--- src/rtl/uart_pkg.sv ---
// Shared UART definitions: frame geometry, transmit state encoding and parity helper.
package uart_pkg;

    localparam int DATA_WIDTH     = 8;
    localparam int NUMBER_OF_BITS = DATA_WIDTH + 3;
    localparam int STATE_W        = $clog2(NUMBER_OF_BITS);

    typedef enum logic [STATE_W-1:0] {
        IDLE       = 4'd0,
        START_BIT  = 4'd1,
        DATA_BIT_0 = 4'd2,
        DATA_BIT_1 = 4'd3,
        DATA_BIT_2 = 4'd4,
        DATA_BIT_3 = 4'd5,
        DATA_BIT_4 = 4'd6,
        DATA_BIT_5 = 4'd7,
        DATA_BIT_6 = 4'd8,
        DATA_BIT_7 = 4'd9,
        PARITY_BIT = 4'd10,
        STOP_BIT   = 4'd11
    } state_t;

    function automatic logic parity_bit(input logic [DATA_WIDTH-1:0] data, input logic odd);
        return (^data) ^ odd;
    endfunction

endpackage

--- src/rtl/baud_counter.sv ---
// Baud divider: counts clk cycles inside one serial bit; bit_end marks the last cycle.
// Saturates at CLOCKS_PER_BIT-1 until cleared, so a missed clear never wraps into a short bit.
module baud_counter #(
    parameter int CLOCKS_PER_BIT = 16
) (
    input  logic clk,
    input  logic reset,
    input  logic clear,
    input  logic enable,
    output logic bit_end
);

    localparam int               CNT_W = $clog2(CLOCKS_PER_BIT);
    localparam logic [CNT_W-1:0] LAST  = CNT_W'(CLOCKS_PER_BIT - 1);

    logic [CNT_W-1:0] r_count;

    always_ff @(posedge clk) begin
        if (reset || clear) begin
            r_count <= '0;
        end else if (enable && (r_count != LAST)) begin
            r_count <= r_count + CNT_W'(1);
        end
    end

    assign bit_end = enable && (r_count == LAST);

endmodule

--- src/rtl/uart_tx.sv ---
// UART transmitter: one byte per valid/ready accept -> start, 8 data (LSB first), parity, stop.
// Outputs registered; line low one cycle after accept; tx_ready stays low for the whole frame.
module uart_tx
    import uart_pkg::*;
#(
    parameter int INPUT_DATA_WIDTH = 8,
    parameter int CLOCKS_PER_BIT   = 16,
    parameter bit PARITY_ODD       = 1'b0
) (
    input  logic                        clk,
    input  logic                        reset,
    input  logic [INPUT_DATA_WIDTH-1:0] tx_data,
    input  logic                        tx_valid,
    output logic                        tx_ready,
    output logic                        serial_out,
    output logic                        tx_busy,
    output logic                        tx_done
);

    state_t                      r_state;
    state_t                      w_state_next;
    logic [INPUT_DATA_WIDTH-1:0] r_shift;
    logic [INPUT_DATA_WIDTH-1:0] w_shift_next;
    logic                        r_parity;
    logic                        w_parity_next;
    logic                        r_serial;
    logic                        w_serial_next;
    logic                        r_ready;
    logic                        r_busy;
    logic                        r_done;
    logic                        w_done_next;
    logic                        w_accept;
    logic                        w_bit_end;
    logic                        w_counting;

    assign w_accept   = tx_valid && r_ready;
    assign w_counting = (r_state != IDLE);

    baud_counter #(
        .CLOCKS_PER_BIT(CLOCKS_PER_BIT)
    ) u_baud (
        .clk    (clk),
        .reset  (reset),
        .clear  (w_accept || w_bit_end),
        .enable (w_counting),
        .bit_end(w_bit_end)
    );

    always_comb begin
        w_state_next  = r_state;
        w_shift_next  = r_shift;
        w_parity_next = r_parity;
        w_done_next   = 1'b0;

        case (r_state)
            IDLE: begin
                if (w_accept) begin
                    w_state_next  = START_BIT;
                    w_shift_next  = tx_data;
                    w_parity_next = parity_bit(tx_data, PARITY_ODD);
                end
            end
            START_BIT, PARITY_BIT: begin
                if (w_bit_end) begin
                    w_state_next = state_t'(r_state + STATE_W'(1));
                end
            end
            DATA_BIT_0, DATA_BIT_1, DATA_BIT_2, DATA_BIT_3,
            DATA_BIT_4, DATA_BIT_5, DATA_BIT_6, DATA_BIT_7: begin
                // Shift on leaving a data bit so bit 0 of the register is always the next bit out.
                if (w_bit_end) begin
                    w_state_next = state_t'(r_state + STATE_W'(1));
                    w_shift_next = r_shift >> 1;
                end
            end
            STOP_BIT: begin
                if (w_bit_end) begin
                    w_state_next = IDLE;
                    w_done_next  = 1'b1;
                end
            end
            default: begin
                w_state_next = IDLE;
            end
        endcase

        // Line value is decoded from the next state so serial_out lines up with tx_busy.
        case (w_state_next)
            START_BIT:  w_serial_next = 1'b0;
            DATA_BIT_0, DATA_BIT_1, DATA_BIT_2, DATA_BIT_3,
            DATA_BIT_4, DATA_BIT_5, DATA_BIT_6, DATA_BIT_7:
                        w_serial_next = w_shift_next[0];
            PARITY_BIT: w_serial_next = w_parity_next;
            default:    w_serial_next = 1'b1;
        endcase
    end

    always_ff @(posedge clk) begin
        if (reset) begin
            r_state  <= IDLE;
            r_shift  <= '0;
            r_parity <= 1'b0;
            r_serial <= 1'b1;
            r_ready  <= 1'b0;
            r_busy   <= 1'b0;
            r_done   <= 1'b0;
        end else begin
            r_state  <= w_state_next;
            r_shift  <= w_shift_next;
            r_parity <= w_parity_next;
            r_serial <= w_serial_next;
            r_ready  <= (w_state_next == IDLE);
            r_busy   <= (w_state_next != IDLE);
            r_done   <= w_done_next;
        end
    end

    assign tx_ready   = r_ready;
    assign serial_out = r_serial;
    assign tx_busy    = r_busy;
    assign tx_done    = r_done;

`ifdef FORMAL
    a_state_legal: assert property (@(posedge clk) r_state <= STOP_BIT);
    a_idle_high:   assert property (@(posedge clk) (r_state == IDLE) |-> r_serial);
    a_ready_busy:  assert property (@(posedge clk) !(r_ready && r_busy));
`endif

endmodule

--- config.mk ---
export PLATFORM = sky130hd
export DESIGN_NAME = uart_tx
export DESIGN_NICKNAME = d
export VERILOG_FILES = /design/src/rtl/uart_pkg.sv /design/src/rtl/baud_counter.sv /design/src/rtl/uart_tx.sv
export SDC_FILE = /design/constraint.sdc
export NUM_CORES = 1
export LEC_CHECK = 0
export BUFFER_PORTS_ARGS = -buffer_cell sky130_fd_sc_hd__buf_2
export CAP_MARGIN = 0
export CORE_ASPECT_RATIO = 0.9
export CORE_MARGIN = 3
export CORE_UTILIZATION = 60
export CTS_BUF_LIST = sky130_fd_sc_hd__clkbuf_2
export CTS_CLUSTER_SIZE = 30
export DETAILED_ROUTE_END_ITERATION = 8
export GPL_TIMING_DRIVEN = 0
export PLACE_DENSITY = 0.81
export SYNTH_ARGS = -nofsm -noshare
export SYNTH_HDL_FRONTEND = slang
export SYNTH_HIERARCHICAL = 1
export SYNTH_SLANG_ARGS = --single-unit
--- constraint.sdc ---
create_clock -name clk -period 2.95 [get_ports clk]
set_input_delay 0.59 -clock clk [delete_from_list [all_inputs] [get_ports clk]]
set_output_delay 0.59 -clock clk [all_outputs]
set_load 0.005 [all_outputs]
**After elaboration in Yosys (flattened, before gate mapping)**

Index checks and enable logic that the tools add are counted.

- Register bits after elaboration: 21
- Input port bits: 11
- Output and inout bits: 4
- Word-level logic and storage cells: 64

- Add/subtract/negate cells: 2
- Eq/ne operators: 25
- Muxes and demuxes: 11
- Bitwise logic cells: 1
- Reductions and logical operators: 16

Operators by type and width:

| kind | count |
|---|---|
| $eq A4 B3 Y1 const B | 8 |
| $eq A4 B4 Y1 const B | 8 |
| $eq A4 B2 Y1 const B | 4 |
| $mux W8 | 2 |
| $pmux W8 S2 | 1 |
| $reduce_or A8 Y1 | 2 |
| $mux W4 | 3 |
| $pmux W4 S3 | 1 |
| $reduce_or A10 Y1 | 1 |
| $add A4 B1 Y4 const B | 2 |
| $eq A4 B1 Y1 const B | 2 |
| $logic_not A4 Y1 | 2 |
| $reduce_bool A4 Y1 | 2 |
| $reduce_xor A8 Y1 | 1 |
| $ne A2 B2 Y1 const B | 2 |
| $ne A4 B4 Y1 const B | 1 |
| $logic_and A1 B1 Y1 | 3 |
| $mux W1 | 3 |
| $pmux W1 S3 | 1 |
| $reduce_and A3 Y1 | 1 |
| $logic_or A1 B1 Y1 | 2 |
| $reduce_bool A2 Y1 | 1 |
| $reduce_or A2 Y1 | 1 |
| $not A1 Y1 | 1 |

**Longest topological paths before layout**

Gate-level depths: netlist of run 1.

- Depth in word-level cells: 7
- Mapped depth: 13
- Depth with buffers taken out: 11

**Hierarchy**

Netlist of run 1, hierarchy kept.

Modules (own cells, without submodules):

| module | instances | cells each | area each (um^2) | seq. area each (um^2) |
|---|---|---|---|---|
| uart_tx | 1 | 131 | 1,194.9 | 340.3 |
| baud_counter | 1 | 23 | 191.4 | 80.1 |

**Least setup slack after synthesis of run 1**

No wires, ideal clock.

- Path type: register to register
- Start: reg r_state[1]
- End: reg r_serial, in the netlist serial_out
- Setup time: 131 ps
- Arrival time: 2,458 ps
- Data required time: 2,819 ps
- Slack: 360 ps
- Stages on the path, launching flop included: 14
- Path buffers: 2
- Clock period less this slack: 2,590 ps
- Cells stage by stage: dfxtp_1 inv_1 ha_1 or3b_1 buf_6 nand3_1 nor2_1 clkbuf_1 inv_1 ha_1 o21bai_1 a32oi_1 a2111oi_2 a211oi_2

- Longest elaborated chain between the ends: 7
- Elaborated cells between the ends (all ways): 36
- Those cells by class: add/sub (1); eq/ne (21); mux (8); reduce/logical (6)

RTL lines:

| item | RTL line | text |
|---|---|---|
| from (decl) | uart_tx.sv:20 | `state_t r_state;` |
| from (signal assigned) | uart_tx.sv:108 | `r_state <= w_state_next;` |
| $reduce_bool A4 Y1 (*) | uart_tx.sv:37 | `assign w_counting = (r_state != IDLE);` |
| named net w_counting | uart_tx.sv:34 | `logic w_counting;` |
| $logic_and A1 B1 Y1 (*) | baud_counter.sv:26 | `assign bit_end = enable && (r_count == LAST);` |
| named net w_bit_end | uart_tx.sv:33 | `logic w_bit_end;` |
| $mux W4 (on tied branches) | uart_tx.sv:77, uart_tx.sv:64, uart_tx.sv:71 |  |
| $pmux W4 S3 | uart_tx.sv:55 | `case (r_state)` |
| $eq A4 B2 Y1, or another cell as far along | uart_tx.sv:88 | `case (w_state_next)` |
| $reduce_or A8 Y1 | uart_tx.sv:88 |  |
| $pmux W1 S3 (*) | uart_tx.sv:88 |  |
| to (signal assigned) | uart_tx.sv:111 | `r_serial <= w_serial_next;` |
| to (decl) | uart_tx.sv:26 | `logic r_serial;` |

Mark *: on every way through the listed nets, which the timed path passes. The rest lies on a longest branch. The select of a mux whose other input is x is not followed.
A chain may end at the register's enable or synchronous reset.

**Final worst setup path of run 1**

- Start: reg r_state[0]
- End: reg r_serial, in the netlist serial_out

The elaborated chain is that of the path after synthesis.

==> results of run 1 <==
-- how the worst max path moves through the flow --
stage                 end  slack (ns)  depth (start not counted)
2_1_floorplan  serial_out        0.36                         13
3_3_place_gp   serial_out        0.06                         13
4_1_cts        serial_out        0.14                         13
3_5_place_dp   serial_out       0.002                         13
6_report       serial_out        0.25                         13
5_1_grt        serial_out      0.0006                         13
-- metrics by stage --
step	utilization	hold slack (ns)	instance area [sq um]
floorplan	-	0.4320	1386
global placement	0.7272	0.4414	1488
detailed placement	0.7272	0.4572	1488
CTS	0.7376	0.4489	1509
global route	0.7388	0.4347	1511
finish	0.7388	0.4637	1511
-- critical path, cell delays in order (launching register included) --
cell,delay [ns]
dfxtp_2,0.43
inv_1,0.09
ha_1,0.21
or3b_1,0.18
buf_6,0.16
nand3_1,0.10
nor2_1,0.13
clkbuf_2,0.24
inv_1,0.11
ha_1,0.19
a31oi_1,0.19
a32oi_1,0.14
a2111oi_2,0.38
a211oi_2,0.05
-- routing by layer --
metal  vias up  track usage  part of all wire
met4         0      0.07905            0.0065
met2        31       0.3692              0.48
met1       533       0.2690              0.46
met5         -            0                 0
li1        591            -                 -
met3         2      0.04963             0.060
-- kinds of logic after synthesis --
logic type / after synthesis / synth area share
mux: 3 / 0.02166
simple gates: 60 / 0.2509
buf+inv: 16 / 0.07039
compound gates: 37 / 0.2274
xor+xnor: 10 / 0.06318
fa+ha+maj: 7 / 0.06317
flops: 21 / 0.3032
-- state kept, by name (all words and copies together) (netlist names) --
name / flops
u_baud/r_count: 4
r_shift: 8
tx_ready: 1
tx_done: 1
r_parity: 1
serial_out: 1
tx_busy: 1
r_state: 4
-- where the power goes --
group	switching, uW	internal [uW]
registers	18.5	310
clock network	87.2	35.9
logic	97.6	89.4
total	203	436
-- final cells by class --
| cell class | count | area, sq um |
|---|---|---|
| Clock buffer | 4 | 20.02 |
| Sequential cell | 21 | 422.9 |
| Buffer | 8 | 68.82 |
| Multi-Input combinational cell | 117 | 868.3 |
| Tap cell | 25 | 31.28 |
| Timing Repair Buffer | 14 | 70.07 |
| Fill cell | 161 | 534.3 |
| Inverter | 8 | 30.03 |
-- Yosys cell counts, types with 2 or more instances --
cell type | instances | share of area
a221oi_1 | 6 | 0.038
mux2i_1 | 3 | 0.022
xnor2_1 | 7 | 0.044
nand2_1 | 12 | 0.032
nor2_1 | 11 | 0.030
a31oi_1 | 2 | 0.0090
ha_1 | 7 | 0.063
inv_1 | 8 | 0.022
nand4_1 | 2 | 0.0090
nor3_2 | 4 | 0.029
and2_1 | 3 | 0.014
o22ai_1 | 2 | 0.0090
o21ai_0 | 6 | 0.022
a21oi_1 | 5 | 0.018
clkbuf_1 | 2 | 0.0054
buf_6 | 5 | 0.041
nor2b_1 | 6 | 0.027
nand3_1 | 3 | 0.011
dfxtp_1 | 21 | 0.30
nor3_1 | 6 | 0.022
xor2_1 | 3 | 0.019
-- timing repair --
item | CTS | global route
endpoints found under the hold margin | 0 | 0
gates resized for setup | 1 | 2
setup endpoints to repair | 1 | 2
==> impl_results.md, run 1 <==
- Number of diodes: 0
- DR iter-0 viols: 46
- Crit. End Element: flop
- Initial antenna violation count: 0
- CTS tree: done
- R2R cell count: 13
- Setup TNS: 0 ns
- WP data arrival: between 2 and 3 ns
- Vias in the first global route: roughly 1,100
- # rows: 15
- Nets: approximately 190
- Largest net degree at the start of global routing: 12
- Fmax: roughly 370 MHz
- Commonest non-fill, non-tap cell in the layout: dfxtp_1
- Pre-CTS setup slack: ~0.0015 ns
- Worst setup path startpoint: r_state[0]
- Post-route setup slack: around 0.25 ns
- Share of cells above drive strength 1: 0.2500
- Slew of the pin with the lowest slew margin: 0.5157 ns
- Cell Pwr Density: around 420 nW/um^2
- Leak Pwr: just over 0.0006 uW
- EDFF count, synth: 0
- Hold path cells: 2
- Sink Count: 21
- Syn_area_per_cell: approximately 9.0 sq um
- DR vias: ~1,200
- Main synth FF type: dfxtp_1
- Total power: between 600 and 700 uW
- Final count of negative-setup-slack endpoints: 0
- Setup Buffers After CTS: 0
- FF-to-FF End: serial_out
- Clk buf depth: 2
- Worst hold-check path type: input pin to flop
- Status: finished, final reports clean
- Max Slew Vio Count: 0
- Synthesized area: around 1400 sq um
- Worst vdd ir: 0.0003629 V
- H-tree levels: 1
- CP required: around 3.2 ns
- Min cycle time layout: around 2.7 ns
- Sequential element share of the synthesized area: 0.3032
- CTS Hold Bufs: 0
- Starting density of the core: 0.6777
- Port bufs: 14
- Setup CP Type: flop to flop
- Num CTS Buffers: 3
- Gpl congestion: between 0.8 and 0.9
- Startpoint class of the critical path: flop
- Root buffer cell: clkbuf_2
- Num ports: 15
- Tcrit/Tclk final: 0.9158
- Clock Skews: roughly 0.0072 ns
- Distinct cells, synth: just over 50
- HPWL after DPL: 2132 microns
- Hold Path Sink: u_baud/r_count[3]
- Vias per std cell: slightly below 6
- Total grt overflow: 0
- Skew-Pair Late Insertion Delay: roughly 0.32 ns
- DRC Markers: 0
- Gate Count Post-Synth: around 150
- Die width: approximately 57 microns
- Max cap viols: 0
- Die height: ~52 microns
- Clock transition at the registers of the reported paths: 0.19 ns
- Hold Vio Cnt, Final: 0
- Yosys warns: 6
- Worst reg2reg setup slack: about 0.25 ns
- First-pass GRT wire length: 4919 microns
- Worst r2r src: r_state[0]
- FFs w/ async S/R, synth: 0
- Routed length per instance: about 14 microns
- Area Growth Syn to Fin: 9.025%
- RSZ-0062 raised after global routing: false
- Die area: between 2000 and 3000 sq um
- Seq cells post-synth: 21
- Max_slew headroom: 0.6525
- Most frequent cells in the layout: dfxtp_1 (19), buf_2 (14), nand2_1 (12)
- Hold Crit Start: reset
- GRT Overall Usage: 0.2172
- Core box area: slightly above 2000 sq um
- Routed WL: around 2800 microns
- Drt first pass iters: 6
- Routed Antenna Nets: 0
- Mapped Nets: about 170
- Layout Cells excl Fill: 197
- Placed instance count: 193
- Max FO, Critical Path: 10
Power figures use the tool's default switching activity.
==> inputs of run 2 (changes only) <==
--- a/config.mk
+++ b/config.mk
@@ -5,16 +5,18 @@
 export SDC_FILE = /design/constraint.sdc
 export NUM_CORES = 1
 export LEC_CHECK = 0
+export ABC_AREA = 1
 export BUFFER_PORTS_ARGS = -buffer_cell sky130_fd_sc_hd__buf_2
 export CAP_MARGIN = 0
 export CORE_ASPECT_RATIO = 0.9
 export CORE_MARGIN = 3
-export CORE_UTILIZATION = 60
+export CORE_UTILIZATION = 61
 export CTS_BUF_LIST = sky130_fd_sc_hd__clkbuf_2
 export CTS_CLUSTER_SIZE = 30
 export DETAILED_ROUTE_END_ITERATION = 8
 export GPL_TIMING_DRIVEN = 0
-export PLACE_DENSITY = 0.81
+export MAX_ROUTING_LAYER = met4
+export PLACE_DENSITY = 0.82
 export SYNTH_ARGS = -nofsm -noshare
 export SYNTH_HDL_FRONTEND = slang
 export SYNTH_HIERARCHICAL = 1
==> run 2 against run 1 <==
Worst hold slack better by 0.025 ns. Count of clock-buffer cells in the layout unchanged. Die area up 5.2%. First-iteration DRC count up 13%. Sequential power down 2%. Clock skew up 0.0087 ns. Total power up 0.32%. Cell count up 33%. Largest cell class unchanged. Synthesized area up 7.7%. Critical path type unchanged. Final area up 6.3%.
==> impl_results.md, run 2 <==
- Synth Area in Compound Gates: 0.1207 (was 0.2274)
- Max Slew Vio Count: 0 (unchanged)
- Setup TNS: 0 ns (unchanged)
- Commonest non-fill, non-tap cell in the layout: nand2_1 (was dfxtp_1)
- Clk buf depth: 2 (unchanged)
- Most frequent cells in the layout: nand2_1 (53), nor2_1 (29), dfxtp_1 (21) (was dfxtp_1 (19), buf_2 (14), nand2_1 (12))
- Setup Buffers After CTS: 0 (unchanged)
- Gate Count Post-Synth: 219 (was 154)
- Final Cell Area: 1607 sq um (was 1511 sq um)
- CP max stage cell: dfxtp_1 (was dfxtp_2)
- Mapped Nets: 237 (was 172)
- Top cell type's share of synthesized area: 0.2816 (was 0.3032)
- CP Cell Sequence: inv_1, ha_1, nand2_2, inv_1, nor2_1, buf_2, inv_1, ha_1, nand2_1, o21ai_0, a21oi_1, nand2_1, nor2_1, a21oi_1, nand3_1 (was inv_1, ha_1, or3b_1, buf_6, nand3_1, nor2_1, clkbuf_2, inv_1, ha_1, a31oi_1, a32oi_1, a2111oi_2, a211oi_2)
- WP data arrival: 2.79 ns (was 2.94 ns)
- Synth Area in Adders: 0.05868 (was 0.06318)
- FFs w/ async S/R, synth: 0 (unchanged)
- # rows: 16 (was 15)
- Synthesized area: 1493 sq um (was 1386 sq um)
- Multiplexer share of the synthesized area: 0 (was 0.02166)
- Worst hold-check path type: flop to flop (was input pin to flop)
- Combinational family with the most area after synthesis: simple AND/OR/NAND/NOR gates (unchanged)
- CTS tree: done (unchanged)
- Seq cells post-synth: 21 (unchanged)
- DR vias: 1,342 (was 1,157)
- Startpoint class of the critical path: flop (unchanged)
- Worst reg2reg setup slack: 0.44 ns (was 0.25 ns)
- Combinational share of power: 0.314 (was 0.293)
- R2R cell count: 15 (was 13)
- Total grt overflow: 0 (unchanged)
- Worst Path Buf+Inv: 4 (unchanged)
- Synth top area cells: dfxtp_1 (28%), nand2_1 (13%), nor2_1 (7.3%), ha_1 (5.9%), nand3_1 (4.7%) (was dfxtp_1 (30%), ha_1 (6.3%), xnor2_1 (4.4%), buf_6 (4.1%), a221oi_1 (3.8%))
- Hold Path Sink: r_shift[2] (was u_baud/r_count[3])
- Hold Crit Start: r_shift[2] (was reset)
- Cts repair resizes: 0 (was 1)
- Hold path cells: 2 (unchanged)
- Setup CP Type: flop to flop (unchanged)
- Yosys warns: 6 (unchanged)
- Post-route setup slack: 0.4408 ns (was 0.2484 ns)
- Max_slew headroom: 0.6598 (was 0.6525)
- Skew-Pair Late Insertion Delay: 0.32 ns (about the same)
- Family with the most delay on the worst path: simple AND/OR/NAND/NOR gates (was compound AO/OA/AOI/OAI gates)
- Initial antenna violation count: 0 (unchanged)
- Largest net degree at the start of global routing: 12 (unchanged)
- EDFF count, synth: 0 (unchanged)
- Clock network power share: 0.185 (was 0.193)
- Root buffer cell: clkbuf_2 (unchanged)
- Routed length per instance: 11.13 microns (was 14.12 microns)
- Final count of negative-setup-slack endpoints: 0 (unchanged)
- FF-to-FF End: serial_out (unchanged)
- Min cycle time layout: 2.509 ns (was 2.702 ns)
- Status: finished, final reports clean (unchanged)
- CTS Hold Bufs: 0 (unchanged)
- Tcrit/Tclk final: 0.8506 (was 0.9158)
- H-tree levels: 1 (unchanged)
- Port bufs: 12 (was 14)
- Post-synthesis simple-gate area fraction: 0.3764 (was 0.2509)
- CP required: 3.23 ns (was 3.19 ns)
- Die width: 58.15 microns (was 56.67 microns)
- Max FO, Critical Path: 9 (was 10)
- DR iter-0 viols: 52 (was 46)
- Share of cells above drive strength 1: 0.2383 (was 0.2500)
- Max cap viols: 0 (unchanged)
- First-pass GRT wire length: 5057 microns (was 4919 microns)
- Nets: 254 (was 191)
- Worst vdd ir: 0.0003538 V (was 0.0003629 V)
- Sink Count: 21 (unchanged)
- Number of diodes: 0 (unchanged)
- Hold Vio Cnt, Final: 0 (unchanged)
- Core box area: 2242 sq um (was 2046 sq um)
- Leak Pwr: 0.0007361 uW (was 0.0006173 uW)
- Synth top cells by count: nand2_1 (53), nor2_1 (29), dfxtp_1 (21) (was dfxtp_1 (21), nand2_1 (12), nor2_1 (11))
- Sequential element share of the synthesized area: 0.2816 (was 0.3032)
- Largest register by flop count: r_shift (unchanged)
- Main synth FF type: dfxtp_1 (unchanged)
- Synth area leader: dfxtp_1 (unchanged)
- Gpl congestion: 0.8358 (was 0.8664)
- Cell Pwr Density: 399.0 nW/um^2 (was 422.8 nW/um^2)
- Die height: 52.93 microns (was 51.60 microns)
- Cell Area, Placed: 1587 sq um (was 1488 sq um)
- Crit. End Element: flop (unchanged)
- DRC Markers: 0 (unchanged)
- Starting density of the core: 0.6657 (was 0.6777)
- Crit path largest cell delay: 0.51 ns (was 0.43 ns)
- Int Pwr: 424.9 uW (was 435.8 uW)
- Hold WS: 0.4884 ns (was 0.4637 ns)
- Switch Pwr: 216.2 uW (was 203.3 uW)
- Top Registers: r_shift (8), r_state (4), u_baud/r_count (4) (unchanged)
- Vias in the first global route: 1,270 (was 1,093)
- Worst r2r src: r_state[0] (unchanged)
- Synth Area in XOR/XNOR: 0.07041 (was 0.06318)
- Area Growth Syn to Fin: 7.628% (was 9.025%)
- RSZ-0062 raised after global routing: false (unchanged)
- Routed WL: 2916 microns (was 2781 microns)
- Fmax: 398.5 MHz (was 370.2 MHz)
- Slew of the pin with the lowest slew margin: 0.5104 ns (was 0.5157 ns)
- Clock Skews: 0.01595 ns (was 0.007223 ns)
- Number of flip-flops in the largest register: 8 (unchanged)
- Routed Antenna Nets: 0 (unchanged)
- Pre-CTS setup slack: 0.4716 ns (was 0.001525 ns)
- GRT Overall Usage: 0.2170 (was 0.2172)
- Num CTS Buffers: 3 (unchanged)
- Clock transition at the registers of the reported paths: 0.19 ns (about the same)
- Vias per std cell: 5.122 (was 5.873)
- Cell mode on critical path: inv_1
- Count leader, synth: nand2_1 (was dfxtp_1)
- HPWL after DPL: 2384 microns (was 2132 microns)
- Drt first pass iters: 4 (was 6)
- Switching Fraction: 0.3372 (was 0.3181)
- Die area: 3078 sq um (was 2924 sq um)
- Seq pwr share: 0.501 (was 0.515)
- Num ports: 15 (unchanged)
- Distinct cells, synth: 31 (was 51)
- Syn_area_per_cell: 6.816 sq um (was 9.002 sq um)
## run 2: how the worst max path moves through the flow
stage | start | endpoint | slack [ns] | depth (start not counted)
floorplan | r_state[0] | serial_out | 0.91 | 16
global placement | r_state[0] | serial_out | 0.55 | 15
detailed placement | r_state[0] | serial_out | 0.47 | 15
CTS | r_state[0] | serial_out | 0.44 | 15
global route | r_state[0] | serial_out | 0.20 | 15
finish | r_state[0] | serial_out | 0.44 | 15
## run 2: layer usage
metal  routed length, microns  up-vias  track usage  part of all wire
met5                        0        -            -                 0
met3                       80        2      0.05854             0.027
met4                       13        0      0.05792            0.0045
met1                     1333      605       0.2356              0.46
li1                         -      723            -                 -
met2                     1489       12       0.3929              0.51
## run 2: kinds of logic (layout without fill, tap and decap cells)
| group | count (synthesis) | count (layout) |
|---|---|---|
| AND/OR/NAND/NOR | 122 | 122 |
| buffers and inverters | 32 | 48 |
| AO/OA/AOI/OAI | 25 | 25 |
| flip-flops | 21 | 21 |
| XOR/XNOR | 12 | 12 |
| adder cells (fa/ha/maj) | 7 | 7 |
## run 2: final cells by class
| cell class | count | area [sq um] |
|---|---|---|
| multi-input combinational | 166 | 934.6 |
| fill | 204 | 635.6 |
| sequential | 21 | 420.4 |
| inverter | 26 | 97.59 |
| timing repair buffer | 12 | 60.06 |
| buffer | 6 | 40.04 |
| tap | 27 | 33.78 |
| clock buffer | 4 | 20.02 |
## run 2: worst reg2reg max path: stages (launching register included)
cell,delay [ns]
dfxtp_1,0.51
inv_1,0.10
ha_1,0.23
nand2_2,0.17
inv_1,0.07
nor2_1,0.09
buf_2,0.20
inv_1,0.13
ha_1,0.20
nand2_1,0.06
o21ai_0,0.10
a21oi_1,0.28
nand2_1,0.09
nor2_1,0.10
a21oi_1,0.06
nand3_1,0.09
## run 2: power groups by stage
stage	logic (uW)	clock network [uW]	registers (uW)
after global placement	193	0	326
after detailed placement	201	0	327
after floorplan	157	0	325
final	201	119	321
after CTS	202	123	321
after global routing	226	136	324
## run 2: stage by stage
step | util | power [uW] | std cells
5_1_grt | 0.7165 | 685.6 | 262
2_1_floorplan | - | 482.0 | 219
3_5_place_dp | 0.7076 | 528.4 | 258
4_1_cts | 0.7165 | 646.3 | 262
6_report | 0.7165 | 641.1 | 262
3_3_place_gp | 0.7076 | 518.5 | 258
==> inputs of run 3 (changes only) <==
--- a/config.mk
+++ b/config.mk
@@ -14,7 +14,7 @@
 export CTS_BUF_LIST = sky130_fd_sc_hd__clkbuf_2
 export CTS_CLUSTER_SIZE = 30
 export DETAILED_ROUTE_END_ITERATION = 8
-export GPL_TIMING_DRIVEN = 0
+export GPL_TIMING_DRIVEN = 1
 export MAX_ROUTING_LAYER = met4
 export PLACE_DENSITY = 0.82
 export SYNTH_ARGS = -nofsm -noshare
==> run 3 against run 2 <==
Setup slack lost 0.023 ns. Non-clock buffer count shrank 4. Critical endpoint unchanged. Combinational power shrank 7%. Clock power is essentially flat.
==> impl_results.md, run 3 (synthesis results as in run 2) <==
- RSZ-0062 raised after global routing: false (unchanged)
- Setup TNS: 0 ns (unchanged)
- Initial antenna violation count: 0 (unchanged)
- Core box area: 2242 sq um (unchanged)
- Slew of the pin with the lowest slew margin: 0.4024 ns (was 0.5104 ns)
- Root buffer cell: clkbuf_2 (unchanged)
- Leak Pwr: 0.0007235 uW (was 0.0007361 uW)
- Routed WL: 3011 microns (was 2916 microns)
- DR vias: 1,400 (was 1,342)
- Worst reg2reg setup slack: 0.42 ns (was 0.44 ns)
- CTS Hold Bufs: 0 (unchanged)
- Most frequent cells in the layout: nand2_1 (53), nor2_1 (28), dfxtp_1 (21) (was nand2_1 (53), nor2_1 (29), dfxtp_1 (21))
- Max FO, Critical Path: 9 (unchanged)
- Family with the most delay on the worst path: simple AND/OR/NAND/NOR gates (unchanged)
- Vias per std cell: 5.426 (was 5.122)
- Routed length per instance: 11.67 microns (was 11.13 microns)
- Top Registers: r_shift (8), r_state (4), u_baud/r_count (4) (unchanged)
- Min cycle time layout: 2.532 ns (was 2.509 ns)
- First-pass GRT wire length: 5237 microns (was 5057 microns)
- Die width: 58.15 microns (unchanged)
- Worst hold-check path type: flop to flop (unchanged)
- Vias in the first global route: 1,324 (was 1,270)
- Hold Vio Cnt, Final: 0 (unchanged)
- Setup CP Type: flop to flop (unchanged)
- Max Slew Vio Count: 0 (unchanged)
- Commonest non-fill, non-tap cell in the layout: nand2_1 (unchanged)
- Nets: 250 (was 254)
- Total grt overflow: 0 (unchanged)
- Critical path capture point: serial_out (unchanged)
- Clk buf depth: 2 (unchanged)
- CTS tree: done (unchanged)
- Crit path largest cell delay: 0.50 ns (was 0.51 ns)
- HPWL after DPL: 2374 microns (was 2384 microns)
- Largest net degree at the start of global routing: 19 (was 12)
- H-tree levels: 1 (unchanged)
- Stages on the worst setup path: 14 (was 15)
- Crit. End Element: flop (unchanged)
- Die area: 3078 sq um (unchanged)
- Final core occ: 0.7042 (was 0.7165)
- Cell mode on critical path: inv_1 (unchanged)
- Clock transition at the registers of the reported paths: 0.19 ns (about the same)
- GRT Overall Usage: 0.2257 (was 0.2170)
- Worst Path Buf+Inv: 3 (was 4)
- Worst setup path startpoint: r_state[0] (unchanged)
- DRC Markers: 0 (unchanged)
- Num CTS Buffers: 3 (unchanged)
- CP Cell Sequence: inv_1, ha_1, nand2_2, inv_1, nor2_2, inv_1, ha_1, nand2_1, o21ai_0, a21oi_1, nand2_1, nor2_1, a21oi_1, nand3_1 (was inv_1, ha_1, nand2_2, inv_1, nor2_1, buf_2, inv_1, ha_1, nand2_1, o21ai_0, a21oi_1, nand2_1, nor2_1, a21oi_1, nand3_1)
- CP max stage cell: dfxtp_1 (unchanged)
- Number of diodes: 0 (unchanged)
- Cell Pwr Density: 399.2 nW/um^2 (was 399.0 nW/um^2)
- Gpl congestion: 0.9146 (was 0.8358)
- Fmax: 394.9 MHz (was 398.5 MHz)
- R2R cell count: 14 (was 15)
- Post-route setup slack: 0.4179 ns (was 0.4408 ns)
- DR iter-0 viols: 52 (unchanged)
- Tcrit/Tclk final: 0.8584 (was 0.8506)
- Max_slew headroom: 0.7318 (was 0.6598)
- Starting density of the core: 0.6657 (unchanged)
- Sink Count: 21 (unchanged)
- Final count of negative-setup-slack endpoints: 0 (unchanged)
- Largest register by flop count: r_shift (unchanged)
- Worst vdd ir: 0.0003789 V (was 0.0003538 V)
- Routed Antenna Nets: 0 (unchanged)
- Die height: 52.93 microns (unchanged)
- Pre-CTS setup slack: 0.3747 ns (was 0.4716 ns)
- WP data arrival: 2.82 ns (was 2.79 ns)
- Clock Skews: 0.005102 ns (was 0.01595 ns)
- Worst r2r src: r_state[0] (unchanged)
- FF-to-FF End: serial_out (unchanged)
- Status: finished, final reports clean (unchanged)
- Area Growth Syn to Fin: 5.783% (was 7.628%)
- Hold WS: 0.4873 ns (was 0.4884 ns)
- # rows: 16 (unchanged)
- Drt first pass iters: 4 (unchanged)
- Startpoint class of the critical path: flop (unchanged)
- Num ports: 15 (unchanged)
- Skew-Pair Late Insertion Delay: 0.33 ns (was 0.32 ns)
- Share of cells above drive strength 1: 0.2468 (was 0.2383)
- Max cap viols: 0 (unchanged)
- Number of flip-flops in the largest register: 8 (unchanged)
- CP required: 3.24 ns (was 3.23 ns)
- Port bufs: 14 (was 12)
-- run 3: cell count changes in the layout (fill, tap and decap cells not counted), sizes merged --
cell    change
clkbuf      -4
-- run 3: layer usage --
metal / wire [microns] / vias to the layer above / global-route usage / part of all wire
met2: 1565 / 28 / 0.4342 / 0.52
li1: - / 720 / - / -
met1: 1279 / 644 / 0.2271 / 0.42
met4: 44 / 0 / 0.06564 / 0.015
met3: 121 / 8 / 0.05366 / 0.040
met5: 0 / - / - / 0
-- run 3: worst min path at each step --
stage / start / end / slack (ns) / cells past startpoint
final: r_shift[6] / r_shift[6] / 0.49 / 2
after floorplan: r_shift[5] / r_shift[5] / 0.45 / 2
after CTS: r_shift[6] / r_shift[6] / 0.49 / 2
after detailed placement: r_shift[3] / r_shift[3] / 0.47 / 2
after global placement: r_shift[6] / r_shift[6] / 0.46 / 2
after global routing: r_shift[3] / r_shift[3] / 0.51 / 2
-- run 3: layout make-up --
class	instances	area (sq um)
Sequential cell	21	420.4
Tap cell	27	33.78
Multi-Input combinational cell	166	937.1
Inverter	26	97.59
Clock buffer	4	20.02
Fill cell	198	663.1
Timing Repair Buffer	14	70.07
-- run 3: report_power, final --
part           internal [uW]  switching, uW
Sequential               308           13.0
Clock                   35.9           86.0
Combinational           70.3            117
Total                    414            216
-- run 3: tightest hold or removal path: stages, from the launching register on --
cell	delay, ns
dfxtp_1	0.34
inv_1	0.07
a211oi_2	0.06
-- run 3: timing repair --
item | in CTS | in global routing
gates resized for setup | 0 | 1
buffers inserted | 0 | 0
endpoints found under the setup margin | 0 | 1
-- run 3: metrics by stage --
stage               instance area (sq um)  instances  power, uW
floorplan                            1493        219      482.0
global placement                     1556        254      503.8
detailed placement                   1556        254      513.9
CTS                                  1577        258      638.7
global route                         1579        258      673.6
finish                               1579        258      630.3
